[config.mk]
export PLATFORM = sky130hd
export DESIGN_NAME = dpll_phase_detect_filter
export DESIGN_NICKNAME = d
export VERILOG_FILES = /design/src/rtl/dpll_pkg.sv /design/src/rtl/dpll_twophase_gen.sv /design/src/rtl/dpll_phase_detect_filter.sv
export SDC_FILE = /design/constraint.sdc
export NUM_CORES = 1
export LEC_CHECK = 0
export ABC_AREA = 1
export ABC_CLOCK_PERIOD_IN_PS = 3950
export BUFFER_PORTS_ARGS = -buffer_cell sky130_fd_sc_hd__buf_2
export CAP_MARGIN = 20
export CORE_AREA = 5 5 42 44
export CTS_CLUSTER_SIZE = 40
export DETAILED_ROUTE_END_ITERATION = 16
export DIE_AREA = 0 0 47 49
export PLACE_DENSITY = 0.77
export SLEW_MARGIN = 5
export SYNTH_ARGS = -nofsm -noshare
export SYNTH_HDL_FRONTEND = slang
export SYNTH_SLANG_ARGS = --single-unit
[constraint.sdc]
create_clock -name clk32 -period 3.95 [get_ports clk32]
set_clock_uncertainty 0.1 [all_clocks]
set_input_delay 0.1975 -clock clk32 [delete_from_list [all_inputs] [get_ports clk32]]
set_output_delay 0.1975 -clock clk32 [all_outputs]
set_load 0.01 [all_outputs]
[src/rtl/dpll_pkg.sv]
//------------------------------------------------------------------------------
// Module   : dpll_pkg
// Brief    : Shared constants and vote encoding for the DQPSK bit-timing DPLL.
// Revision : 1.0 - initial release
//------------------------------------------------------------------------------
`default_nettype none

package dpll_pkg;

  localparam int         N_WALK_DEF = 4;
  localparam int         WW_DEF     = 4;
  localparam logic [1:0] PH_D1      = 2'd0;
  localparam logic [1:0] PH_D2      = 2'd2;

  // Two's-complement encoding so a vote sign-extends directly into the walk sum
  typedef enum logic [1:0] {
    VOTE_NONE  = 2'b00,
    VOTE_EARLY = 2'b01,
    VOTE_LATE  = 2'b11
  } vote_e;

  function automatic vote_e classify_vote(input logic ci, input logic cq);
    if (ci && !cq)
      return VOTE_EARLY;
    else if (cq && !ci)
      return VOTE_LATE;
    else
      return VOTE_NONE;
  endfunction

endpackage

`default_nettype wire

[src/rtl/dpll_twophase_gen.sv]
//------------------------------------------------------------------------------
// Module   : dpll_twophase_gen
// Brief    : Non-overlapping clk_d1/clk_d2 pulse trains, period 4 clk32 cycles.
// Revision : 1.0 - initial release
//------------------------------------------------------------------------------
`default_nettype none

module dpll_twophase_gen
  import dpll_pkg::*;
(
  input  logic clk32,
  input  logic rst,
  output logic clk_d1,
  output logic clk_d2
);

  logic [1:0] r_ph;
  logic       r_clk_d1;
  logic       r_clk_d2;

  always_ff @(posedge clk32 or posedge rst) begin
    if (rst) begin
      r_ph     <= 2'd0;
      r_clk_d1 <= 1'b0;
      r_clk_d2 <= 1'b0;
    end else begin
      r_ph     <= r_ph + 2'd1;
      r_clk_d1 <= (r_ph == PH_D1);
      r_clk_d2 <= (r_ph == PH_D2);
    end
  end

  assign clk_d1 = r_clk_d1;
  assign clk_d2 = r_clk_d2;

endmodule

`default_nettype wire

[src/rtl/dpll_phase_detect_filter.sv]
//------------------------------------------------------------------------------
// Module   : dpll_phase_detect_filter
// Brief    : DPLL front end: data edge detect, early/late random-walk filter,
//            held divider correction requests and two-phase pulse generation.
// Revision : 1.0 - initial release
//------------------------------------------------------------------------------
`default_nettype none

module dpll_phase_detect_filter
  import dpll_pkg::*;
#(
  parameter int N_WALK = N_WALK_DEF,
  parameter int WW     = WW_DEF
)(
  input  logic                 rst,
  input  logic                 clk32,
  input  logic                 din,
  input  logic                 clk_i,
  input  logic                 clk_q,
  output logic                 clk_d1,
  output logic                 clk_d2,
  output logic                 pd_before,
  output logic                 pd_after,
  output logic signed [WW-1:0] walk
);

  localparam logic signed [WW-1:0] c_walk_pos = WW'(N_WALK);
  localparam logic signed [WW-1:0] c_walk_neg = WW'(-N_WALK);

  logic                 r_sync1;
  logic                 r_sync2;
  logic                 r_sync3;
  logic                 r_pend_b;
  logic                 r_pend_a;
  logic signed [WW-1:0] r_walk;

  logic                 w_edge;
  vote_e                w_vote;
  logic [1:0]           w_vote_bits;
  logic                 w_vote_en;
  logic signed [WW-1:0] w_walk_sum;

  dpll_twophase_gen u_twophase (
    .clk32  (clk32),
    .rst    (rst),
    .clk_d1 (clk_d1),
    .clk_d2 (clk_d2)
  );

  assign w_edge      = r_sync2 ^ r_sync3;
  assign w_vote      = classify_vote(clk_i, clk_q);
  assign w_vote_bits = w_vote;
  // Votes are ignored while any correction is still being handed to the divider
  assign w_vote_en   = w_edge && !r_pend_b && !r_pend_a && (w_vote != VOTE_NONE);
  assign w_walk_sum  = r_walk + {{(WW-2){w_vote_bits[1]}}, w_vote_bits};

  always_ff @(posedge clk32 or posedge rst) begin
    if (rst) begin
      r_sync1  <= 1'b0;
      r_sync2  <= 1'b0;
      r_sync3  <= 1'b0;
      r_pend_b <= 1'b0;
      r_pend_a <= 1'b0;
      r_walk   <= '0;
    end else begin
      r_sync1 <= din;
      r_sync2 <= r_sync1;
      r_sync3 <= r_sync2;

      // Release only after the divider has seen the request during its gate pulse
      if (r_pend_b && clk_d1)
        r_pend_b <= 1'b0;
      if (r_pend_a && clk_d2)
        r_pend_a <= 1'b0;

      if (w_vote_en) begin
        if (w_walk_sum == c_walk_pos) begin
          r_walk   <= '0;
          r_pend_b <= 1'b1;
        end else if (w_walk_sum == c_walk_neg) begin
          r_walk   <= '0;
          r_pend_a <= 1'b1;
        end else begin
          r_walk <= w_walk_sum;
        end
      end
    end
  end

  assign pd_before = r_pend_b;
  assign pd_after  = r_pend_a;
  assign walk      = r_walk;

endmodule

`default_nettype wire

After elaboration in Yosys (flattened, before gate mapping). Cells that the tools add are included.

Add/sub/neg operators: 2. Eq/ne operators: 3. Multiplexer cells: 11. Bitwise logic cells: 1. Reduce and logical (&&, ||, !) cells: 13.

Operators with widths (count): 4-bit 2-to-1 mux (2); 1-bit logical AND (7); 1-bit 2-to-1 mux (7); 4-bit adder (1); 4-bit by 3-bit equality test with 1-bit output (second input constant) (1); 4-bit equality test (second input constant) (1); 1-bit zero test (4); 2-bit 2-to-1 mux (2); 2-bit by 1-bit adder with 2-bit output (second input constant) (1); 2-bit equality test (second input constant) (1); 2-bit zero test (1); 2-bit nonzero test (1); 1-bit bitwise XOR (1).

Bits in registers: 13. Input port bits: 5. Output and inout port bits: 8. Logic and storage cells: 39.

Longest topological paths before layout.
Depth after elaboration: 9. Mapped depth: 14. Mapped depth without buffers: 14.

Cells and area by module. A second synthesis with hierarchy kept.

Cells, all modules: 83. Area, all modules: 718.2 µm².

Modules (own cells, without submodules): dpll_phase_detect_filter (instances 1, cells an instance 74, area each 581.8 µm²); dpll_twophase_gen (instances 1, cells an instance 9, area each 136.4 µm²).

Worst setup path before layout. Ideal clock, no wire load.

Path kind: input to register. Start: input clk_i. End: register r_walk[3] (netlist: walk[3]). Arrival: 1.523 ns. Data required time: 3.734 ns. Path slack: 2.210 ns. Stages: 11. Cells stage by stage: inv_1 ha_1 nand2_1 and2_2 ha_1 nor2_1 nand3_2 nand2_1 inv_2 nand2_1 nand2_1.

Word-level cells in the longest chain between the ends: 8. Elaborated cells between the ends (all ways): 12. Those cells by class: 1 x add/sub; 2 x eq/ne; 4 x mux; 5 x reduce/logical.

RTL lines: start: declaration (line dpll_phase_detect_filter.sv:18) `input logic clk_i,`; 1-bit zero test (line dpll_pkg.sv:25) `else if (cq && !ci)`; 1-bit logical AND (line dpll_pkg.sv:25); 2-bit 2-to-1 mux (line dpll_pkg.sv:25); 2-bit 2-to-1 mux * (line dpll_pkg.sv:23) `if (ci && !cq)`; 4-bit adder (line dpll_phase_detect_filter.sv:55) `assign w_walk_sum = r_walk + {{(WW-2){w_vote_bits[1]}}, w_vote_bits};`; 4-bit by 3-bit equality test with 1-bit output (line dpll_phase_detect_filter.sv:80) `end else if (w_walk_sum == c_walk_neg) begin`; 4-bit 2-to-1 mux (line dpll_phase_detect_filter.sv:80); 4-bit 2-to-1 mux (line dpll_phase_detect_filter.sv:77) `if (w_walk_sum == c_walk_pos) begin`; end signal: assignment (line dpll_phase_detect_filter.sv:84) `r_walk <= w_walk_sum;`; end: declaration (line dpll_phase_detect_filter.sv:35) `logic signed [WW-1:0] r_walk;`.

Every way passes the cells marked *; elsewhere a longest branch is shown, timed or not. A chain may end at the register's enable or synchronous reset.

Worst setup path after layout.
Start: register r_walk[1] (netlist: walk[1]). End: register r_walk[3] (netlist: walk[3]).

Word-level cells in the longest chain between the ends: 4. Elaborated cells between the ends (all ways): 5. Those cells by class: 1 x add/sub; 2 x eq/ne; 2 x mux.

RTL lines (line): 4-bit adder * (dpll_phase_detect_filter.sv:55); 4-bit by 3-bit equality test with 1-bit output (dpll_phase_detect_filter.sv:80); 4-bit 2-to-1 mux (dpll_phase_detect_filter.sv:80); 4-bit 2-to-1 mux * (dpll_phase_detect_filter.sv:77).

Marks and branches as above.

==> metrics <==
Crit path required time=about 4 ns; share of layout cells above drive strength 1=0.250; area of the multi-input gates=317 um2; Yosys top cell by area=dfrtp_1; clock latency on the worst-skew pair=0.27 ns; ANT nets after route=0; Switching Fraction=0.391; initial antenna violation count=0; max cap viols=0; Area Overhead vs Synth=17.9%; WHS=about 0.26 ns; I/O pins=13; crit-path cells=inv_1 > nand2_2 > and2_2 > ha_1 > nor2_1 > nand3_2 > nand2_1 > inv_2 > nand2_1 > nand2_1; Crit-path slowest cell=dfrtp_1; Reg clk slew, reported paths=0.08 ns; Syn Nets=94; most common cell in the netlist=nand2_1; Crit. path cell count=10; DR vias=530; #FFs+latches synth=13; RSZ-0062 raised after global routing=false; fin. max-slew vios=0; # diodes=0; drt total wl=1180 um; Pwr Density=542 nW/um2; CP top delay family=simple AND/OR/NAND/NOR gates; Post-CTS Setup Repair Bufs=0; depth of the worst hold-timing path=0; CTS max path bufs=2; total internal power=275 uW; Tcrit/Tclk final=0.447; TritonCTS Buffers=3; worst slew pin tran=0.477 ns; worst r2r path cells=10; P_sw=177 uW; Seq pwr share=0.399; Residual DRC=0; global-route wire length before repair=approximately 2100 um; Synth Instances=82; critical path's most frequent cell=nand2_1; Initial Util=0.504; Die ar.=2300 um2; drt pass-1 iters=4; pin count of the biggest net entering global routing=14; post-layout util=0.595; max frequency=566 MHz; Startpoint Class=flop; Buf+Inv Stages, Crit Path=2; dominant cells by area after synthesis=dfrtp_1 (46%), nand2_1 (14%), ha_1 (12%), inv_1 (7.4%), nand3_1 (3.5%); clk root buf=clkbuf_4; sequential cell area=325 um2; outcome=finished, final reports clean; Hold Vio Cnt, Final=0; P_leak=0.000489 uW; DIE WIDTH=roughly 47 um; Design Area, Final=833 um2; final setup margin=2.18 ns; Port Buffers=12; Die H=49 um; Placed Instance Area=787 um2; gpl congestion=~0.74; Setup WS pre-CTS=1.97 ns; Nets=between 100 and 150; Final setup viols=0; Critical Path Max Stage Delay=0.42 ns; number of synthesized flops with an enable pin=0; GR Util All Layers=0.131; crit-path max FO=5; CTS tree=built; Syn Area/Cell=8.62 um2; Sink Count=13; global route total overflow=0; Rel. slew slack=0.682; Post-synth top cells=nand2_1 (26), inv_1 (14), dfrtp_1 (13); dpl hpwl=973 um; Worst EP arrival=1.83 ns; worst vdd ir=between 0.2 and 0.3 mV; DRT iter0 DRCs=4; synthesized area=707 um2; # rows=14; fin crit period=around 1.8 ns; Synth top area share=0.460; WS Path Type=flop to flop; Layout fillers=137; Synth warnings=0; Top FF cell, synth=dfrtp_1; post-synthesis sequential area ratio=0.460; combinational power share=0.425; post-synth cell types=17; core area=1400 um2; worst hold-check path type=flop to flop; post-synthesis async set-or-reset flop share=1.00; routed vias/inst=approximately 4.6; wire per inst=around 10 um; Critical Path Sink Type=flop; H-tree levels=1; Clock Power Share=0.176; total negative setup slack=0 ns; vias in the first global route=519
-- final timing paths --
kind | startpoint | endpoint | slack [ns]
setup / recovery | walk[1] | walk[3] | 2.18
hold / removal | r_sync1 | r_sync2 | 0.26
setup reg to reg | walk[1] | walk[3] | 2.18
hold reg to reg | r_sync1 | r_sync2 | 0.26
max in group asynchronous | rst | pd_after | 3.04
min in group asynchronous | rst | walk[2] | 0.38
-- power by group through the flow --
stage               logic, uW  clock network (uW)  registers, uW
floorplan                 133                   0            192
global placement          188                   0            183
detailed placement        194                   0            183
CTS                       196                84.8            181
global route              220                89.8            186
finish                    192                79.7            180
-- per-layer routing --
metal  share of wire  track usage
met1            0.40        0.146
met2            0.53        0.210
met3           0.042       0.0332
met4           0.020       0.0829
met5               0            0
-- per-stage QoR --
step | power, uW | instances
2_1_floorplan | 324 | 82
3_3_place_gp | 371 | 110
3_5_place_dp | 377 | 110
4_1_cts | 462 | 116
5_1_grt | 496 | 116
6_report | 452 | 116
-- worst register-to-register path, cell delays in order (launching register included) --
cell     delay [ns]
dfrtp_1        0.42
inv_1          0.11
nand2_2        0.06
and2_2         0.17
ha_1           0.30
nor2_1         0.15
nand3_2        0.14
nand2_1        0.09
inv_2          0.03
nand2_1        0.05
nand2_1        0.04
-- cell families (layout without fill, tap and decap cells) --
family | Yosys count | count (layout) | share of synthesized area
AO/OA/AOI/OAI | 2 | 2 | 0.0141
flip-flops | 13 | 13 | 0.460
AND/OR/NAND/NOR | 40 | 40 | 0.273
buffers and inverters | 17 | 35 | 0.0920
adder cells (fa/ha/maj) | 7 | 7 | 0.124
XOR/XNOR | 3 | 3 | 0.0372
-- state kept, by name (all words and copies together), names as in the netlist --
| signal | count |
|---|---|
| walk | 4 |
| u_twophase.r_ph | 2 |
| pd_after | 1 |
| pd_before | 1 |
| r_sync1 | 1 |
| r_sync2 | 1 |
| r_sync3 | 1 |
| u_twophase.clk_d1 | 1 |
| u_twophase.clk_d2 | 1 |
-- cell usage in the layout (no fill, tap or decap), types with 2 or more instances in the layout --
master and count:
buf_2 12, inv_2 2, nor2_1 2, inv_1 14
dlygate4sd3_1 2, clkbuf_4 3, dfrtp_1 13, nand3_2 2
xnor2_1 2, ha_1 7, nand2_1 26, nand3_1 5
nor2_4 2
-- area by class of cell --
cell class | instances | area share
clock buffers | 4 | 0.0315
well taps | 16 | 0.0240
flip-flops and latches | 13 | 0.390
inverters | 17 | 0.0781
repair buffers | 14 | 0.0961
multi-input cells | 52 | 0.380
-- repair_timing --
action                                  CTS  global route
resized for setup                         0             0
endpoints found under the setup margin    0             0
endpoints found under the hold margin    14             0
hold buffers                              2             0
Power figures use the tool's default switching activity.
